File: src/rtl/dkong_wav_pkg.sv
// Purpose: shared types and constants for the wave-sample ROM arbiter.
// Latency: n/a (declarations only).
// Backpressure: n/a.
package dkong_wav_pkg;

  typedef enum logic [1:0] {
    IDLE  = 2'd0,
    ISSUE = 2'd1,
    WAIT  = 2'd2,
    DONE  = 2'd3
  } wav_state_t;

  localparam logic [7:0] WAV_SILENCE   = 8'h80;
  localparam int         WAV_N_REQ     = 3;
  localparam int         WAV_ADDR_W    = 19;

  // Slot index reached by stepping ofs places on from ptr, modulo n.
  function automatic int rr_slot(input int ptr, input int ofs, input int n);
    return (ptr + ofs) % n;
  endfunction

endpackage

File: src/rtl/dkong_rr_arb.sv
// Purpose: combinational round-robin grant: first requester at or after rr_ptr.
// Latency: 0 cycles (pure combinational).
// Backpressure: none; caller decides when the grant is taken.
// Ports: req (level requests), rr_ptr (search start), gnt (one-hot),
//        gnt_idx (binary index of gnt), gnt_vld (any request present).
module dkong_rr_arb
  import dkong_wav_pkg::*;
#(
  parameter int N_REQ = WAV_N_REQ,
  parameter int IDX_W = (N_REQ > 1) ? $clog2(N_REQ) : 1
) (
  input  logic [N_REQ-1:0] req,
  input  logic [IDX_W-1:0] rr_ptr,
  output logic [N_REQ-1:0] gnt,
  output logic [IDX_W-1:0] gnt_idx,
  output logic             gnt_vld
);

  logic [IDX_W-1:0] slot;

  always_comb begin
    gnt     = '0;
    gnt_idx = '0;
    gnt_vld = 1'b0;
    slot    = '0;
    // Walk N_REQ slots starting at rr_ptr; the first hit wins.
    for (int i = 0; i < N_REQ; i++) begin
      slot = IDX_W'(rr_slot(int'(rr_ptr), i, N_REQ));
      if (!gnt_vld && req[slot]) begin
        gnt_vld   = 1'b1;
        gnt[slot] = 1'b1;
        gnt_idx   = slot;
      end
    end
  end

endmodule

File: src/rtl/dkong_wav_rom_arb.sv
// Purpose: round-robin share of one wave-sample ROM read port, one read outstanding.
// Latency: request-to-ack = 2 + ROM latency (min 3 cycles); timeout ack TIMEOUT+2 after ISSUE.
// Backpressure: requests are level and wait in IDLE; a silent ROM is cut off by the watchdog.
// Ports: I_CLK/I_RST clock and sync reset; I_REQ/I_ADDR requester side;
//        O_ACK/O_DATA completion; O_ROM_AB/O_ROM_RD/I_ROM_DATA/I_ROM_VALID ROM side;
//        O_ERR sticky timeout flag.
module dkong_wav_rom_arb
  import dkong_wav_pkg::*;
#(
  parameter int N_REQ   = WAV_N_REQ,
  parameter int ADDR_W  = WAV_ADDR_W,
  parameter int DATA_W  = 8,
  parameter int TIMEOUT = 255
) (
  input  logic                    I_CLK,
  input  logic                    I_RST,
  input  logic [N_REQ-1:0]        I_REQ,
  input  logic [N_REQ*ADDR_W-1:0] I_ADDR,
  output logic [N_REQ-1:0]        O_ACK,
  output logic [DATA_W-1:0]       O_DATA,
  output logic [ADDR_W-1:0]       O_ROM_AB,
  output logic                    O_ROM_RD,
  input  logic [DATA_W-1:0]       I_ROM_DATA,
  input  logic                    I_ROM_VALID,
  output logic                    O_ERR
);

  localparam int               IDX_W   = (N_REQ > 1) ? $clog2(N_REQ) : 1;
  localparam logic [7:0]       TO_CNT  = 8'(TIMEOUT);
  localparam logic [DATA_W-1:0] SILENCE = DATA_W'(WAV_SILENCE);

  wav_state_t       state, state_nxt;
  logic [IDX_W-1:0] rr_ptr;
  logic [IDX_W-1:0] g_idx;
  logic [N_REQ-1:0] g_oh;
  logic [7:0]       cnt;
  logic             timed_out;

  logic [N_REQ-1:0] arb_gnt;
  logic [IDX_W-1:0] arb_idx;
  logic             arb_vld;

  logic [ADDR_W-1:0] req_addr [N_REQ];

  for (genvar k = 0; k < N_REQ; k++) begin : g_addr
    assign req_addr[k] = I_ADDR[k*ADDR_W +: ADDR_W];
  end

  dkong_rr_arb #(
    .N_REQ (N_REQ),
    .IDX_W (IDX_W)
  ) u_arb (
    .req     (I_REQ),
    .rr_ptr  (rr_ptr),
    .gnt     (arb_gnt),
    .gnt_idx (arb_idx),
    .gnt_vld (arb_vld)
  );

  assign timed_out = (cnt == TO_CNT);

  // State register.
  always_ff @(posedge I_CLK) begin
    if (I_RST) state <= IDLE;
    else       state <= state_nxt;
  end

  // Next state. ROM valid only counts in WAIT; a valid in ISSUE is dropped.
  always_comb begin
    state_nxt = state;
    case (state)
      IDLE:    if (arb_vld) state_nxt = ISSUE;
      ISSUE:   state_nxt = WAIT;
      WAIT:    if (I_ROM_VALID || timed_out) state_nxt = DONE;
      DONE:    state_nxt = IDLE;
      default: state_nxt = IDLE;
    endcase
  end

  // Grant, address, data, watchdog and pointer registers.
  always_ff @(posedge I_CLK) begin
    if (I_RST) begin
      rr_ptr   <= '0;
      g_idx    <= '0;
      g_oh     <= '0;
      cnt      <= '0;
      O_ROM_AB <= '0;
      O_DATA   <= SILENCE;
      O_ERR    <= 1'b0;
    end else begin
      case (state)
        IDLE: if (arb_vld) begin
          g_idx    <= arb_idx;
          g_oh     <= arb_gnt;
          O_ROM_AB <= req_addr[arb_idx];
        end
        ISSUE: cnt <= '0;
        WAIT: begin
          if (I_ROM_VALID) begin
            O_DATA <= I_ROM_DATA;
          end else if (timed_out) begin
            O_DATA <= SILENCE;
            O_ERR  <= 1'b1;
          end else if (cnt != 8'hFF) begin
            // Saturate rather than wrap so the watchdog can never be skipped.
            cnt <= cnt + 8'd1;
          end
        end
        DONE: rr_ptr <= IDX_W'(rr_slot(int'(g_idx), 1, N_REQ));
        default: ;
      endcase
    end
  end

  assign O_ROM_RD = (state == ISSUE);
  assign O_ACK    = (state == DONE) ? g_oh : '0;

endmodule

File: config.mk
export PLATFORM = sky130hd
export DESIGN_NAME = dkong_wav_rom_arb
export DESIGN_NICKNAME = d
export VERILOG_FILES = /design/src/rtl/dkong_wav_pkg.sv /design/src/rtl/dkong_rr_arb.sv /design/src/rtl/dkong_wav_rom_arb.sv
export SDC_FILE = /design/constraint.sdc
export NUM_CORES = 1
export LEC_CHECK = 0
export CELL_PAD_IN_SITES_DETAIL_PLACEMENT = 2
export CELL_PAD_IN_SITES_GLOBAL_PLACEMENT = 2
export CORE_ASPECT_RATIO = 0.8
export CORE_MARGIN = 5
export CORE_UTILIZATION = 24
export CTS_CLUSTER_DIAMETER = 30
export CTS_CLUSTER_SIZE = 40
export DETAILED_ROUTE_END_ITERATION = 8
export PLACE_DENSITY = 0.89
export SYNTH_ARGS = -nofsm -noshare
export SYNTH_HDL_FRONTEND = slang
export SYNTH_HIERARCHICAL = 1
export SYNTH_SLANG_ARGS = --single-unit
export TNS_END_PERCENT = 50
File: constraint.sdc
create_clock -name I_CLK -period 3 [get_ports I_CLK]
set_clock_uncertainty 0.05 [all_clocks]
set_input_delay 0.6 -clock I_CLK [delete_from_list [all_inputs] [get_ports I_CLK]]
set_output_delay 0.6 -clock I_CLK [all_outputs]
set_load 0.02 [all_outputs]
==> results of run 1 <==
[power groups by stage]
stage | combinational (mW) | clock (mW) | sequential [mW]
floorplan | 0.740 | 0 | 1.03
global placement | 1.48 | 0 | 0.878
detailed placement | 1.57 | 0 | 0.889
CTS | 1.59 | 0.573 | 0.883
global route | 1.72 | 0.605 | 0.901
finish | 1.56 | 0.562 | 0.878
[cell usage in the layout, fill, tap and decap left out, drive strengths merged, types with 2 or more instances in the layout]
| cell type | Yosys | layout |
|---|---|---|
| mux2i | 22 | 22 |
| clkdlybuf4s50 | 0 | 102 |
| o31ai | 2 | 2 |
| inv | 9 | 10 |
| nand3 | 13 | 13 |
| and3 | 2 | 2 |
| nand2b | 6 | 6 |
| a21o | 2 | 2 |
| a31o | 2 | 2 |
| nand2 | 35 | 35 |
| o21ai | 4 | 4 |
| a211oi | 20 | 20 |
| nor2b | 3 | 3 |
| nor3 | 23 | 23 |
| buf | 6 | 9 |
| a21oi | 20 | 20 |
| ha | 11 | 11 |
| dfxtp | 45 | 45 |
| clkbuf | 14 | 5 |
| o211ai | 4 | 4 |
| and2 | 4 | 4 |
| nand4 | 3 | 3 |
| nor2 | 48 | 48 |
| o41ai | 2 | 2 |
[worst max-delay path: stages]
cell and delay [ns]:
clkdlybuf4s50_1 0.61, nand2_1 0.20, o22a_4 0.27, o2111ai_1 0.11, nand3_1 0.15, buf_12 0.20
mux2i_1 0.28, nor2_1 0.13, a211oi_1 0.24, nor3_1 0.08
[cells by family after synthesis]
kind of cell             after synthesis
AND/OR/NAND/NOR                      142
AO/OA/AOI/OAI                         67
flip-flops                            45
buffers and inverters                 29
multiplexers                          22
adder cells (fa/ha/maj)               11
[registers in the layout, indices dropped and copies added, names as in the netlist]
name	flops
O_ROM_AB	19
O_DATA	8
cnt	8
g_oh	3
g_idx	2
rr_ptr	2
state	2
O_ERR	1
[metal layers]
metal / vias to the layer above / GRT usage, %
li1: 1314 / -
met1: 1332 / 18.2
met2: 67 / 29.6
met3: 16 / 5.12
met4: 0 / 4.67
met5: - / 0
[cell type report]
type / count / area, um^2
Inverter: 9 / 33.8
Clock buffer: 5 / 125
Clock inverter: 3 / 21.3
Fill cell: 1178 / 6410
Multi-Input combinational cell: 242 / 1510
Tap cell: 140 / 175
Timing Repair Buffer: 111 / 1100
Sequential cell: 45 / 901
[how the worst max path moves through the flow]
stage               startpoint      endpoint  slack (ns)  depth (start not counted)
finish                I_REQ[2]  O_ROM_AB[15]        0.26                         10
global route         rr_ptr[1]  O_ROM_AB[15]        0.03                         11
CTS                  rr_ptr[1]  O_ROM_AB[15]        0.20                         11
detailed placement    I_REQ[2]   O_ROM_AB[5]        0.01                         10
global placement      I_REQ[2]   O_ROM_AB[3]        0.19                         10
floorplan            rr_ptr[1]   O_ROM_AB[2]        0.72                         12
==> metrics.cfg, run 1 <==
[clock_network]
cts_tree=built
clk-insertion-delay-late_ns=0.29
clock_sinks=45
cts_root_buf=clkbuf_16
cts_hold_buffers=0
cts_buffers=5
path_clk_slew_ns=0.07
clk_path_buf_depth=2
htree_levels=2
cts_resized=0
post-cts-setup-buffer-count=0

[finish]
post-route-util_pct=37.6
design_area_um2=3870
diodes=0
fin_nets=496
area_growth_pct=52.8
final_cells=555
drive_gt1_share_pct=7.23

[routing]
dr_wl_met3_um=597
wl_met1_mm=4.12
drtIter0Drc=70
wl_met2_mm=5.22
remaining_drc_errors=0
drt-total-wl_mm=10.2
ant_nets=0
routed.top_layer=met4
firstDrtPassIters=4
wl_per_cell_um=18.3
vias_per_cell=4.92
dr_total_vias=2729

[worst_hold_path]
min_path_cells=2
holdPathEnd=g_oh[2]
hold_path.startpoint=g_oh[2]
holdCritPathClass=register to register

[logic_synthesis]
yosysSeqAreaShare_pct=35.6
synthXorXnorAreaFrac_pct=0
yosys.area_share.simple_pct=26.2
synth.net_count=398
ys_ff_latch=45
async_flop_share_pct=0
synth_largest_area_cell=dfxtp_1
synth_top_area_share_pct=35.6
synth_edf_count=0
netlist_area_um2=2530
ys.flop_type=dfxtp_1
yosys_warnings=6
synth_cells=316
synthMuxAreaShare_pct=8.84
synth_compound_area_share_pct=19.1
syn_area_per_cell_um2=8.01
synth_fa_ha_area_share_pct=5.43
synth.most_common_cell=nor2_1
ys_types=50
synth_top_family_by_area=simple AND/OR/NAND/NOR gates
yosys-top-cells-count=nor2_1, dfxtp_1, nand2_1, nor3_1, mux2i_1
synth.area.top_cells=dfxtp_1, mux2i_1, nor2_1

[placed_design]
dpl_cell_area_um2=3720
place_ws_ns=0.0101
placed_cells=547
place.port_buffers=102
dp_hpwl_mm=7.89
routabilityCongestion=0.805

[power_and_ir_drop]
intPower_mw=1.73
leakage_nw=1.40
clkPwrFrac_pct=18.7
power_frac_seq_pct=29.3
combinationalPowerShare_pct=52.0
total_power_mw=3.00
irDropWorstVdd_mv=0.316
swShare_pct=42.4
powerDensity_nw_per_um2=776
p_switching_mw=1.27

[grt]
grt.total_usage_pct=16.1
grt_overflow=0
antenna_found_initial=0
grt_pass1_vias=3091
grt_pass1_wl_mm=16.7
grt_max_degree=26

[run]
max_cap_violations=0

[timing]
timing.fmax_mhz=365
slew_headroom_pct=55.4
hold_violations=0
worst_pin_slew_ns=0.669
timing.final.ws_setup_ns=0.260
timing.setup.tns_ns=0
timing.final.max_slew_violations=0
rsz0062_at_grt=no
finalSetupViolCount=0
fin_crit_sh_pct=91.3
timing.hold.ws_ns=0.405
period_needed_ns=2.74

[critical_path]
cp-end-kind=register
r2r-end=O_ROM_AB[15]
r2r_start=rr_ptr[1]
cp_max_fo=21
worstSetupPathType=input port to register
ff2ff_setup_slack_ns=0.28
required_ns=3.12
worstPathArrival_ns=2.86
startpoint_type=input port
r2r_cells=11

[die]
die_area_um2=12700
die_w_um=125
core_um2=10300
floorplan.initialDensity_pct=24.6
num_rows=33
die_y_um=102
ios=103

[run_status]
outcome=finished clean

Note: power is estimated with default switching activity, not from simulation.
==> inputs of run 2 (changes only) <==
--- a/config.mk
+++ b/config.mk
@@ -13,6 +13,7 @@
 export CTS_CLUSTER_DIAMETER = 30
 export CTS_CLUSTER_SIZE = 40
 export DETAILED_ROUTE_END_ITERATION = 8
+export HOLD_SLACK_MARGIN = 0.03
 export PLACE_DENSITY = 0.89
 export SYNTH_ARGS = -nofsm -noshare
 export SYNTH_HDL_FRONTEND = slang
==> results of run 2 <==
Final layout, timing and power as in run 1 (identical DEF).
